File: src/rtl/cacheline_adaptor_pkg.sv
// Shared cache package: line/beat geometry and the adaptor state encoding
// used by the cache pmem ports and the cacheline adaptor.
package cacheline_adaptor_pkg;

    localparam int S_LINE   = 256;
    localparam int S_BURST  = 64;
    localparam int N_BEATS  = S_LINE / S_BURST;
    localparam int CNT_W    = $clog2(N_BEATS);
    localparam int OFFSET_W = $clog2(S_LINE / 8);

    localparam logic [2:0] ST_IDLE  = 3'd0;
    localparam logic [2:0] ST_READ  = 3'd1;
    localparam logic [2:0] ST_WRITE = 3'd2;
    localparam logic [2:0] ST_RESP  = 3'd3;
    localparam logic [2:0] ST_GAP   = 3'd4;

    typedef enum logic [2:0] {
        IDLE  = ST_IDLE,
        READ  = ST_READ,
        WRITE = ST_WRITE,
        RESP  = ST_RESP,
        GAP   = ST_GAP
    } adaptor_state_t;

endpackage

File: src/rtl/cacheline_adaptor.sv
// Converts one 256-bit cache line read/write into a burst of 64-bit beats
// on the physical-memory bus, returning the line with a one-cycle line_resp.
module cacheline_adaptor
    import cacheline_adaptor_pkg::*;
(
    input  logic               clk,
    input  logic               rst,
    input  logic [31:0]        line_address,
    input  logic               line_read,
    input  logic               line_write,
    input  logic [S_LINE-1:0]  line_wdata,
    output logic [S_LINE-1:0]  line_rdata,
    output logic               line_resp,
    output logic [31:0]        burst_address,
    output logic               burst_read,
    output logic               burst_write,
    output logic [S_BURST-1:0] burst_wdata,
    input  logic [S_BURST-1:0] burst_rdata,
    input  logic               burst_resp
);

    localparam logic [CNT_W-1:0] LAST_BEAT   = CNT_W'(N_BEATS - 1);
    localparam logic [31:0]      OFFSET_MASK = 32'((64'd1 << OFFSET_W) - 64'd1);

    adaptor_state_t    state;
    logic [CNT_W-1:0]  beat_cnt;
    logic [S_LINE-1:0] wdata_q;
    logic              beat_done;
    logic              last_beat;

    // Beats are only meaningful while a burst is open; stray responses elsewhere are dropped.
    assign beat_done = burst_resp && ((state == READ) || (state == WRITE));
    assign last_beat = beat_done && (beat_cnt == LAST_BEAT);

    assign burst_wdata = wdata_q[int'(beat_cnt) * S_BURST +: S_BURST];

    always_ff @(posedge clk or negedge rst) begin
        if (!rst) begin
            state         <= IDLE;
            line_resp     <= 1'b0;
            burst_read    <= 1'b0;
            burst_write   <= 1'b0;
            burst_address <= 32'd0;
            wdata_q       <= '0;
        end else begin
            line_resp <= 1'b0;
            case (state)
                IDLE: begin
                    if (line_read) begin
                        state         <= READ;
                        burst_read    <= 1'b1;
                        burst_address <= line_address & ~OFFSET_MASK;
                    end else if (line_write) begin
                        state         <= WRITE;
                        burst_write   <= 1'b1;
                        burst_address <= line_address & ~OFFSET_MASK;
                        wdata_q       <= line_wdata;
                    end
                end
                READ, WRITE: begin
                    if (last_beat) begin
                        state       <= RESP;
                        burst_read  <= 1'b0;
                        burst_write <= 1'b0;
                        line_resp   <= 1'b1;
                    end
                end
                RESP:    state <= GAP;
                GAP:     state <= IDLE;
                default: state <= IDLE;
            endcase
        end
    end

    // The counter wraps to zero naturally on the last beat, which is the move into RESP.
    always_ff @(posedge clk or negedge rst) begin
        if (!rst) begin
            beat_cnt <= '0;
        end else if (beat_done) begin
            beat_cnt <= beat_cnt + 1'b1;
        end
    end

    always_ff @(posedge clk or negedge rst) begin
        if (!rst) begin
            line_rdata <= '0;
        end else if (burst_resp && (state == READ)) begin
            line_rdata[int'(beat_cnt) * S_BURST +: S_BURST] <= burst_rdata;
        end
    end

endmodule

File: config.mk
export PLATFORM = sky130hd
export DESIGN_NAME = cacheline_adaptor
export DESIGN_NICKNAME = d
export VERILOG_FILES = /design/src/rtl/cacheline_adaptor_pkg.sv /design/src/rtl/cacheline_adaptor.sv
export SDC_FILE = /design/constraint.sdc
export NUM_CORES = 1
export LEC_CHECK = 0
export ABC_AREA = 1
export BUFFER_PORTS_ARGS = -buffer_cell sky130_fd_sc_hd__buf_2
export CAP_MARGIN = 15
export CORE_AREA = 8 8 273 275
export CTS_CLUSTER_SIZE = 28
export DETAILED_ROUTE_END_ITERATION = 6
export DIE_AREA = 0 0 281 283
export PLACE_DENSITY = 0.63
export SYNTH_ARGS = -nofsm -noshare
export SYNTH_HDL_FRONTEND = slang
export SYNTH_SLANG_ARGS = --single-unit
File: constraint.sdc
create_clock -name clk -period 3.7 [get_ports clk]
set_input_delay 0.185 -clock clk [delete_from_list [all_inputs] [get_ports clk]]
set_output_delay 0.185 -clock clk [all_outputs]
set_load 0.01 [all_outputs]
; Word-level counts from Yosys, hierarchy flattened
; Cells that the tools add are included.
[classes]
eq_ne = 9
addsub = 2
n_bitwise = 1
shift = 3
n_mux = 15
n_reduce_logical = 13
[op_table]
columns = cell, count
row1 = $bwmux W256, 1
row2 = $shift A64 B33 Y256 const A, 1
row3 = $shiftx A256 B9 Y64, 1
row4 = $shiftx A64 B33 Y256, 1
row5 = $mux W32, 2
row6 = $neg A8 Y33, 1
row7 = $mux W3, 3
row8 = $pmux W3 S3, 1
row9 = $ne A2 B2 Y1 const B, 4
row10 = $eq A3 B2 Y1 const B, 2
row11 = $mux W1, 6
row12 = $reduce_and A3 Y1, 2
row13 = $pmux W1 S2, 2
row14 = $reduce_and A2 Y1, 2
row15 = $reduce_and A4 Y1, 1
row16 = $reduce_bool A2 Y1, 2
row17 = $eq A3 B1 Y1 const B, 1
row18 = $logic_and A1 B1 Y1, 3
row19 = $logic_not A3 Y1, 1
row20 = $ne A3 B3 Y1 const B, 1
row21 = $add A2 B1 Y2 const B, 1
row22 = $eq A2 B2 Y1 const B, 1
row23 = $reduce_or A2 Y1, 1
row24 = $logic_or A1 B1 Y1, 1
row25 = $not A1 Y1, 1
[word_totals]
inputBits = 357
output_inout_bits = 355
ff_bits = 552

; Logic depth before layout (Yosys ltp)
; Gate-level depths: netlist of run 1.
[logic_depth]
ltp_word = 6
depth_mapped = 10
depth_no_buf = 6

; Worst setup path after synthesis of run 1
; OpenSTA, ideal clock, no wires.
[synth_timing]
kind = register to register
startpoint = reg beat_cnt[1]
endpoint = reg line_rdata[211]
setup_ns = 0.083
t_arrival_ns = 2.059
setup_slack_ns = 1.558
t_required_ns = 3.617
path_buffers = 3
path_stages_with_launch = 9
cell_sequence = dfrtp_1 inv_1 clkbuf_1 clkbuf_1 ha_1 nor2_1 clkbuf_1 nand2_1 o21ai_0
[synth_via]
elab_chain_len = 3
[synth_lines]
columns = item, line_no
row1 = from (decl), cacheline_adaptor.sv:26  ; logic [CNT_W-1:0] beat_cnt;
row2 = from (signal assigned), cacheline_adaptor.sv:80  ; beat_cnt <= beat_cnt + 1'b1;
row3 = $neg A8 Y33 *, cacheline_adaptor.sv:88  ; line_rdata[int'(beat_cnt) * S_BURST +: S_BURST] <= burst_rdata;
row4 = $shiftx A64 B33 Y256 / $shift A64 B33 Y256 (equally long branches), cacheline_adaptor.sv:88
row5 = $bwmux W256 *, cacheline_adaptor.sv:88
row6 = "to (signal, indexed assignment)", cacheline_adaptor.sv:88
row7 = to (decl), cacheline_adaptor.sv:12  ; output logic [S_LINE-1:0] line_rdata,
; Mark *: on every way between the ends. The rest lies on a longest branch, timed or not.
; A chain may end at the register's enable or synchronous reset.

; Final worst setup path of run 1
[layout_timing]
startpoint = reg beat_cnt[1]
endpoint = out burst_wdata[30]
[layout_via]
elab_chain_len = 1
[layout_lines]
columns = item, line_no
row1 = $shiftx A256 B9 Y64, cacheline_adaptor.sv:35  ; assign burst_wdata = wdata_q[int'(beat_cnt) * S_BURST +: S_BURST];
row2 = to (decl), cacheline_adaptor.sv:17  ; output logic [S_BURST-1:0] burst_wdata,
; No other way between the ends.

==> results.md, run 1 <==
STA:
- The number of setup violations in the final report is 0.
- Timing would allow up to ~330 MHz.
- The final critical-path required period is around 3000 ps.
- On the final layout, the worst clock skew is ~15 ps.
- For the pin with the worst max-slew slack, the measured transition is 968.4 ps.
- Of the available clock period, the critical path in the final layout requires 0.8097.
- Headroom to the max-slew limit came out at 0.3544.
- The worst path meets setup with ~700 ps of slack.
- The number of pins with negative max-slew slack in the final report is 0.
- The hold violation total from the final report was 0.
- Setup repair after global routing left no endpoint under its margin.
- Setup total negative slack on the finished layout was measured at 0 ps.

Setup path:
- The data arrival time at the worst-slack endpoint is 2810 ps.
- In this run the worst path has a maximum fanout of 40.
- STA classifies the critical path endpoint as a primary output.
- Walking the worst path, the cells encountered are inv_2 > buf_4 > o21ai_0 > o22ai_1 > buf_2.
- The slowest stage cell on the critical path is buf_4.
- The required time reported for the critical path endpoint is between 3000 and 4000 ps.
- The category of the worst setup path launch point is a flip-flop.
- The kind of critical path is reg2out.
- On the worst path, the slowest cell contributes a delay of between 500 and 600 ps.

Clocking:
- The clock sink total is approximately 550.
- Clock-pin slew was measured on the worst setup and hold paths at about 60 ps.
- The deepest clock path buffer count is 3.
- CTS built an H-tree with a depth of 2.
- The tree is rooted in a clkbuf_16.
- The number of hold buffers added after CTS is 351.
- The CTS tree is done.
- TritonCTS created between 50 and 60 clock buffers.
- The total of cells resized after clock tree synthesis is 0.
- In this run the post-CTS setup repair buffer count came out at 0.
- For the worst-skew pair, the clock arrives at the later sink with an insertion delay of about 600 ps.

Finish:
- For this run, the post-layout net count is approximately 4k.
- The utilization of the core after routing is 0.4673.
- The filler cell count in the final layout is about 6.7k.
- After routing the design area is roughly 33000 um^2.
- In the final layout, the multi-input gates occupy between 8000 and 9000 um^2.
- The sequential cells in the finished layout cover a total of around 14000 um^2.
- Compared with the post-synthesis result, the final layout area differs by 41.49%.
- In the final layout, the share of cells above drive strength 1 is 0.2268.

Die:
- The die covers approximately 80000 um^2.
- The initial core utilization is 0.3303.
- In this run the core area contains slightly below 100 standard-cell rows.
- The I/O pin count is 712.
- The width of the die is 281 um.
- The chip height is ~280 um.
- The core region is approximately 71000 um^2.

Drt:
- The total length of routed wires is approximately 86 mm.
- The initial detailed-routing violation count is 1864.
- The remaining design rule violation count is 0.
- For this block, the via count after detailed routing is roughly 23k.
- The per-cell via count in the routed design is between 4 and 5.
- The first TritonRoute pass finished after 6 iterations.
- Dividing the detail-routed wire length by the instance count gives approximately 18 um.
- The detail route stage leaves a number of antenna-violating nets equal to 0.

Synthesis:
- The number of standard cells after synthesis is ~2.8k.
- During synthesis, Yosys emitted a total of 0 warnings.
- The flop and latch count out of synthesis is about 550.
- Averaged over all synthesized cells, the footprint is around 8.4 um^2.
- The part of the Yosys area used for sequential elements is 0.5878.
- The mapped netlist covers between 20000 and 25000 um^2.
- The number of distinct library cells after synthesis is 27.

Pwr:
- Summed over all cells, the static leakage comes to between 15 and 20 nW.
- The register share of total power is 0.370.
- The power consumption is 27.20 mW.
- The internal power of the cells totals about 16 mW.
- Of the total power, the share spent switching nets is 0.4136.
- The power dissipated by switching net loads is 11.25 mW.
- Of the total power, combinational logic draws 0.422.
- Of the total power, the clock network draws 0.208.
- The peak supply drop is 523.6 uV.
- For this design the ratio of total power to cell area is just over 800 nW/um^2.

GRT:
- The largest net degree at the start of global routing is between 150 and 200.
- The first global-routing pass estimated 133.4 mm of wire.
- The initial antenna violation count is 6.
- The global-route congestion overflow total is 0.
- In the global route stage, overall resource usage came out at 0.2083.
- The via count of the first global-routing pass is 23.22k.

Placement:
- The count of input and output buffers is roughly 700.
- In this run the cell area measured after placement is 27580 um^2.
- The pre-CTS worst setup slack is 1032 ps.
- The congestion estimate from routability-driven global placement came to approximately 0.86.
- The final HPWL from detailed placement is approximately 56 mm.

Min path:
- The path type of the worst min-delay path is in2reg.

Job:
- Max-cap violations in this run came to 0.

Status:
- The flow ran to the end, and the final reports show no timing, DRC or antenna violations.
final cells by class:
cell class                      count  share of cell area
Clock buffer                       89             0.05195
Sequential cell                   547              0.4156
Tap cell                          950             0.03607
Antenna cell                        7           0.0005316
Inverter                           55            0.006569
Timing Repair Buffer             1101              0.2306
Multi-Input combinational cell   1978              0.2549
Clock inverter                     17            0.003759
metrics by stage:
stage | hold slack, ps | std cells
CTS | 7.539 | 4737
global route | 85.14 | 4740
floorplan | -110.6 | 2783
global placement | 319.4 | 4280
detailed placement | 314.0 | 4280
finish | 51.68 | 4744
logic make-up (layout without fill, tap and decap cells):
logic type	after synthesis	in the layout	synth area share
buffers and inverters	258	1262	0.05416
flip-flops	547	547	0.5878
XOR/XNOR	1	1	0.0003762
AND/OR/NAND/NOR	1486	1486	0.2472
other	1	12	0.0001610
adder cells (fa/ha/maj)	5	5	0.002686
AO/OA/AOI/OAI	481	481	0.1076
path summary, 6_finish.rpt:
check / startpoint / to / slack (ps) / cells after the start
worst max-delay path: beat_cnt[1] / burst_wdata[30] / 700 / 5
worst min-delay path: line_write / state[0] / 50 / 5
worst max register to register: beat_cnt[1] / line_rdata[168] / 1080 / 7
worst min register to register: state[2] / state[2] / 420 / 1
max in group asynchronous: rst / wdata_q[169] / 2350 / 3
min in group asynchronous: rst / line_rdata[254] / 230 / 2
layout by cell type (no fill, tap or decap), types with 7 or more instances in the layout:
cell           instances
buf_12                16
buf_2                700
buf_4                 33
clkbuf_1              20
clkbuf_16             61
clkbuf_8               8
clkinv_2              12
dfrtp_1              545
diode_2                7
dlygate4sd3_1        351
inv_1                 51
nand2_1             1235
nand3_1              105
nor2_1               133
o21ai_0              246
o21ai_1              164
o22ai_1               64
power by group through the flow:
stage                     Clock, mW  Combinational [mW]  Sequential, mW
after floorplan                   0                5.85            10.4
after global placement            0                11.0            10.0
after detailed placement          0                11.2            10.1
after CTS                      5.80                11.5            10.0
after global routing           6.02                12.8            10.3
final                          5.66                11.5            10.1
state kept, by name, indices dropped and copies added (netlist names):
name,flops
line_resp,1
line_rdata,256
burst_address,27
burst_read,1
wdata_q,256
burst_write,1
beat_cnt,2
state,3
critical path: cells and delay by family, from the launching register on:
family                 cells  cell delay [ps]
buffers and inverters      3             1200
AO/OA/AOI/OAI              2              570
flip-flops                 1              400
metal layers:
| metal | share of wire | track usage |
|---|---|---|
| met1 | 0.40 | 0.2561 |
| met2 | 0.47 | 0.3465 |
| met3 | 0.083 | 0.04883 |
| met4 | 0.048 | 0.09147 |
| met5 | 0.00015 | 0 |
cells in the mapped netlist:
library cell / count / share of area
buf_4: 10 / 0.0032
inv_1: 52 / 0.0084
buf_2: 110 / 0.024
o21ai_2: 5 / 0.0019
conb_1: 1 / 0.00016
o21ai_1: 164 / 0.035
o21ai_0: 246 / 0.053
nor3b_1: 1 / 0.00032
nor2_4: 2 / 0.00097
nand2_2: 1 / 0.00027
dfrtp_1: 547 / 0.59
buf_6: 15 / 0.0073
buf_1: 4 / 0.00064
ha_1: 5 / 0.0027
xor2_1: 1 / 0.00038
inv_2: 3 / 0.00048
nor2_1: 133 / 0.021
clkbuf_1: 60 / 0.0097
nor3_4: 1 / 0.00070
nor2_2: 2 / 0.00054
nand2_1: 1239 / 0.20
o22ai_1: 64 / 0.017
a21oi_1: 2 / 0.00043
nand3_1: 105 / 0.023
clkbuf_2: 4 / 0.00086
nor3_2: 1 / 0.00043
or2_1: 1 / 0.00027
(Power assumes the default switching activity.)
==> run 2: changes to the inputs <==
clock period = 2.8 ns   (was 3.7 ns; I/O delays follow)
==> results.md, run 2 (synthesis gave the netlist of run 1 again) <==
Min path:
- The worst hold path belongs to the class in2async.

Clocking:
- The deepest clock path buffer count is 3 (unchanged).
- The insertion delay of the later-clocked pin in the worst-skew pair was 600 ps (about the same).
- The clock-pin slew of the registers on the worst-case setup and hold paths is 60 ps (about the same).
- The clock sink total is 547 (unchanged).
- TritonCTS built the clock tree.
- The H-tree depth is 2 (unchanged).
- The number of buffers added by the clock tree synthesis step is 58 (-1.7%).
- In this run the clock root is driven by a clkbuf_16.

Drt:
- The average detailed-routed wire length per instance is 18.03 um (-0.20%).
- The first-pass iteration count of the detailed router is 7 (+1).
- The initial detailed-routing violation count was 1779 (-4.6%).
- The total length of routed wires came to 86.30 mm (+0.70%).
- The per-cell via count in the routed design is 4.839 (+0.98%).
- The number of routed nets with antenna violations came to 0 (unchanged).
- The total vias in the final route is 23.16k (+1.9%).
- The remaining design rule violation count is 5 (+5).

GRT:
- The largest net degree at the start of global routing is 137 (-22%).
- The wire length of the first global-routing pass was 134.3 mm (+0.68%).
- The initial antenna violation count is 15 (+9).
- The via count of the first global-routing pass is 23.40k (+0.76%).
- The global router's overall resource usage is 0.2090 (+0.0006819).
- The global-route congestion overflow total came to 0 (unchanged).

Pwr:
- The areal power density over the cells is 1105 nW/um^2 (+34%).
- The power consumption is 37.19 mW (+37%).
- The total internal power is 22.23 mW (+39%).
- The power dissipated by switching net loads was 14.95 mW (+33%).
- The fraction of power consumed by combinational cells was 0.413 (-0.009).
- The clock share of power came to 0.228 (+0.020).
- The leakage power came to 17.33 nW (+2.0%).
- The share of total power consumed by net switching is 0.4021 (-0.01152).
- The peak supply drop is 1018 uV (+94%).
- The register share of total power was 0.359 (-0.011).

STA:
- The final hold slack is 148.1 ps (+96.40 ps).
- The number of setup violations in the final report was 0 (unchanged).
- Timing would allow up to 370.6 MHz.
- The final-layout setup total negative slack is 0 ps (unchanged).
- The hold violation total from the final report is 0 (unchanged).
- The final critical-path required period is around 2700 ps.
- The worst-case headroom to the max-slew limit is 0.4043 (+0.04986).
- Of the available clock period, the critical path in the final layout requires 0.9636.
- The number of pins with negative max-slew slack in the final report came to 0 (unchanged).
- The transition time at the pin with the least slew margin came to 893.6 ps (-74.79 ps).
- The worst clock skew is 17.37 ps (+2.521 ps).
- Setup repair after global routing left no endpoint under its margin.

Job:
- The number of violations of the max-capacitance limit is 0 (unchanged).

Finish:
- The top cell types in the final layout, fill and taps aside, are nand2_1 (1235), buf_2 (700), dfrtp_1 (545).
- The post-layout net count came to 4138 (+0.83%).
- The area taken by multi-input logic gates is 8406 um^2 (about the same).
- The filler cell count in the final layout is 6506 (-2.5%).
- The utilization of the core after routing is 0.4772 (+0.009814).
- The sequential cell area came to 13690 um^2 (unchanged).
- The most frequent standard cell in the layout excluding fill and tap cells is nand2_1.
- The area growth from synthesis to final layout is 44.47%.
- The layout cell share with drive strength beyond 1 is 0.2364 (+0.009573).
- In the final layout, the registers with the most flip-flops are line_rdata (256), wdata_q (256), burst_address (27).

Die:
- The width of the die is 281 um (unchanged).
- The number of standard-cell rows in the floorplan came to 98 (unchanged).
- The die footprint is 79520 um^2 (unchanged).
- The chip height is 283 um (unchanged).
- The initial core utilization came to 0.3303 (unchanged).
- The area of the core is 70510 um^2 (unchanged).
- The I/O pin count came to 712 (unchanged).

Setup path:
- The critical path in this run is classified as reg2out.
- The worst-case reg-to-reg path depth was 8 (+1).
- The required time reported for the critical path endpoint is 2660 ps (-850 ps).
- STA classifies the critical path endpoint as a primary output.
- The data arrival time at the worst-slack endpoint is 2560 ps (-250 ps).
- The maximum fanout along the worst path was 136 (+240%).
- The category of the worst setup path launch point is a flip-flop.

Placement:
- The count of input and output buffers was 701 (unchanged).
- The placer congestion estimate is 0.8505 (-1.2%).
- The final HPWL from detailed placement is 56.90 mm (+1.9%).

Status:
- The final reports fail on DRC.
- The flow ran to the end, but the final reports show violations.
run 2: changes by cell type in the layout (fill, tap and decap cells not counted), sizes merged, moves of 3 or more:
cell	change
buf	+33
clkinv	-8
bufinv	+7
diode	+6
clkbuf	+3
run 2: worst paths after layout:
path	slack, ps	startpoint	endpoint
setup / recovery	100	beat_cnt[0]	burst_wdata[39]
hold reg to reg	420	state[2]	state[2]
hold / removal	150	rst	line_rdata[40]
max in group asynchronous	1720	rst	wdata_q[214]
setup reg to reg	180	beat_cnt[1]	state[1]
min in group clk	270	line_wdata[65]	wdata_q[65]
run 2: what timing repair did:
action	4_1_cts	5_1_grt
hold buffers	353	0
setup endpoints to repair	1	1
pin swaps	0	0
gates cloned	0	0
hold endpoints to repair	726	0
buffers inserted	0	0
gates resized for setup	1	1
run 2: power groups by stage:
stage / clock (mW) / combinational (mW) / sequential (mW)
after floorplan: 0 / 7.72 / 13.8
after global placement: 0 / 14.7 / 13.3
after detailed placement: 0 / 14.9 / 13.4
after CTS: 8.63 / 15.4 / 13.3
after global routing: 8.92 / 17.1 / 13.7
final: 8.46 / 15.4 / 13.4
run 2: per-layer routing:
layer | up-vias | track usage | part of all wire
li1 | 10870 | - | -
met1 | 10960 | 0.2611 | 0.40
met2 | 1073 | 0.3430 | 0.47
met3 | 251 | 0.04702 | 0.082
met4 | 6 | 0.09457 | 0.050
met5 | - | 0 | 0.00048
run 2: cell type report:
type | count | share of cell area
diodes | 13 | 0.0009670
clock buffers | 92 | 0.05478
clock inverters | 16 | 0.008666
inverters | 55 | 0.006434
multi-input cells | 1978 | 0.2499
flip-flops and latches | 547 | 0.4070
well taps | 950 | 0.03533
repair buffers | 1136 | 0.2369
run 2: worst max-delay path, stage by stage (launching register included):
cell and delay, ps:
dfrtp_4 520, inv_6 90, buf_12 330, o21ai_0 350, o22ai_1 190, buf_2 170
run 2: through the flow:
stage               setup slack [ps]  cells  cell area [um^2]
finish                         102.0   4787             33640
global placement               627.2   4313             27930
detailed placement             582.1   4313             27930
CTS                            17.14   4774             33600
global route                   21.82   4785             33640
floorplan                      658.5   2783             23300
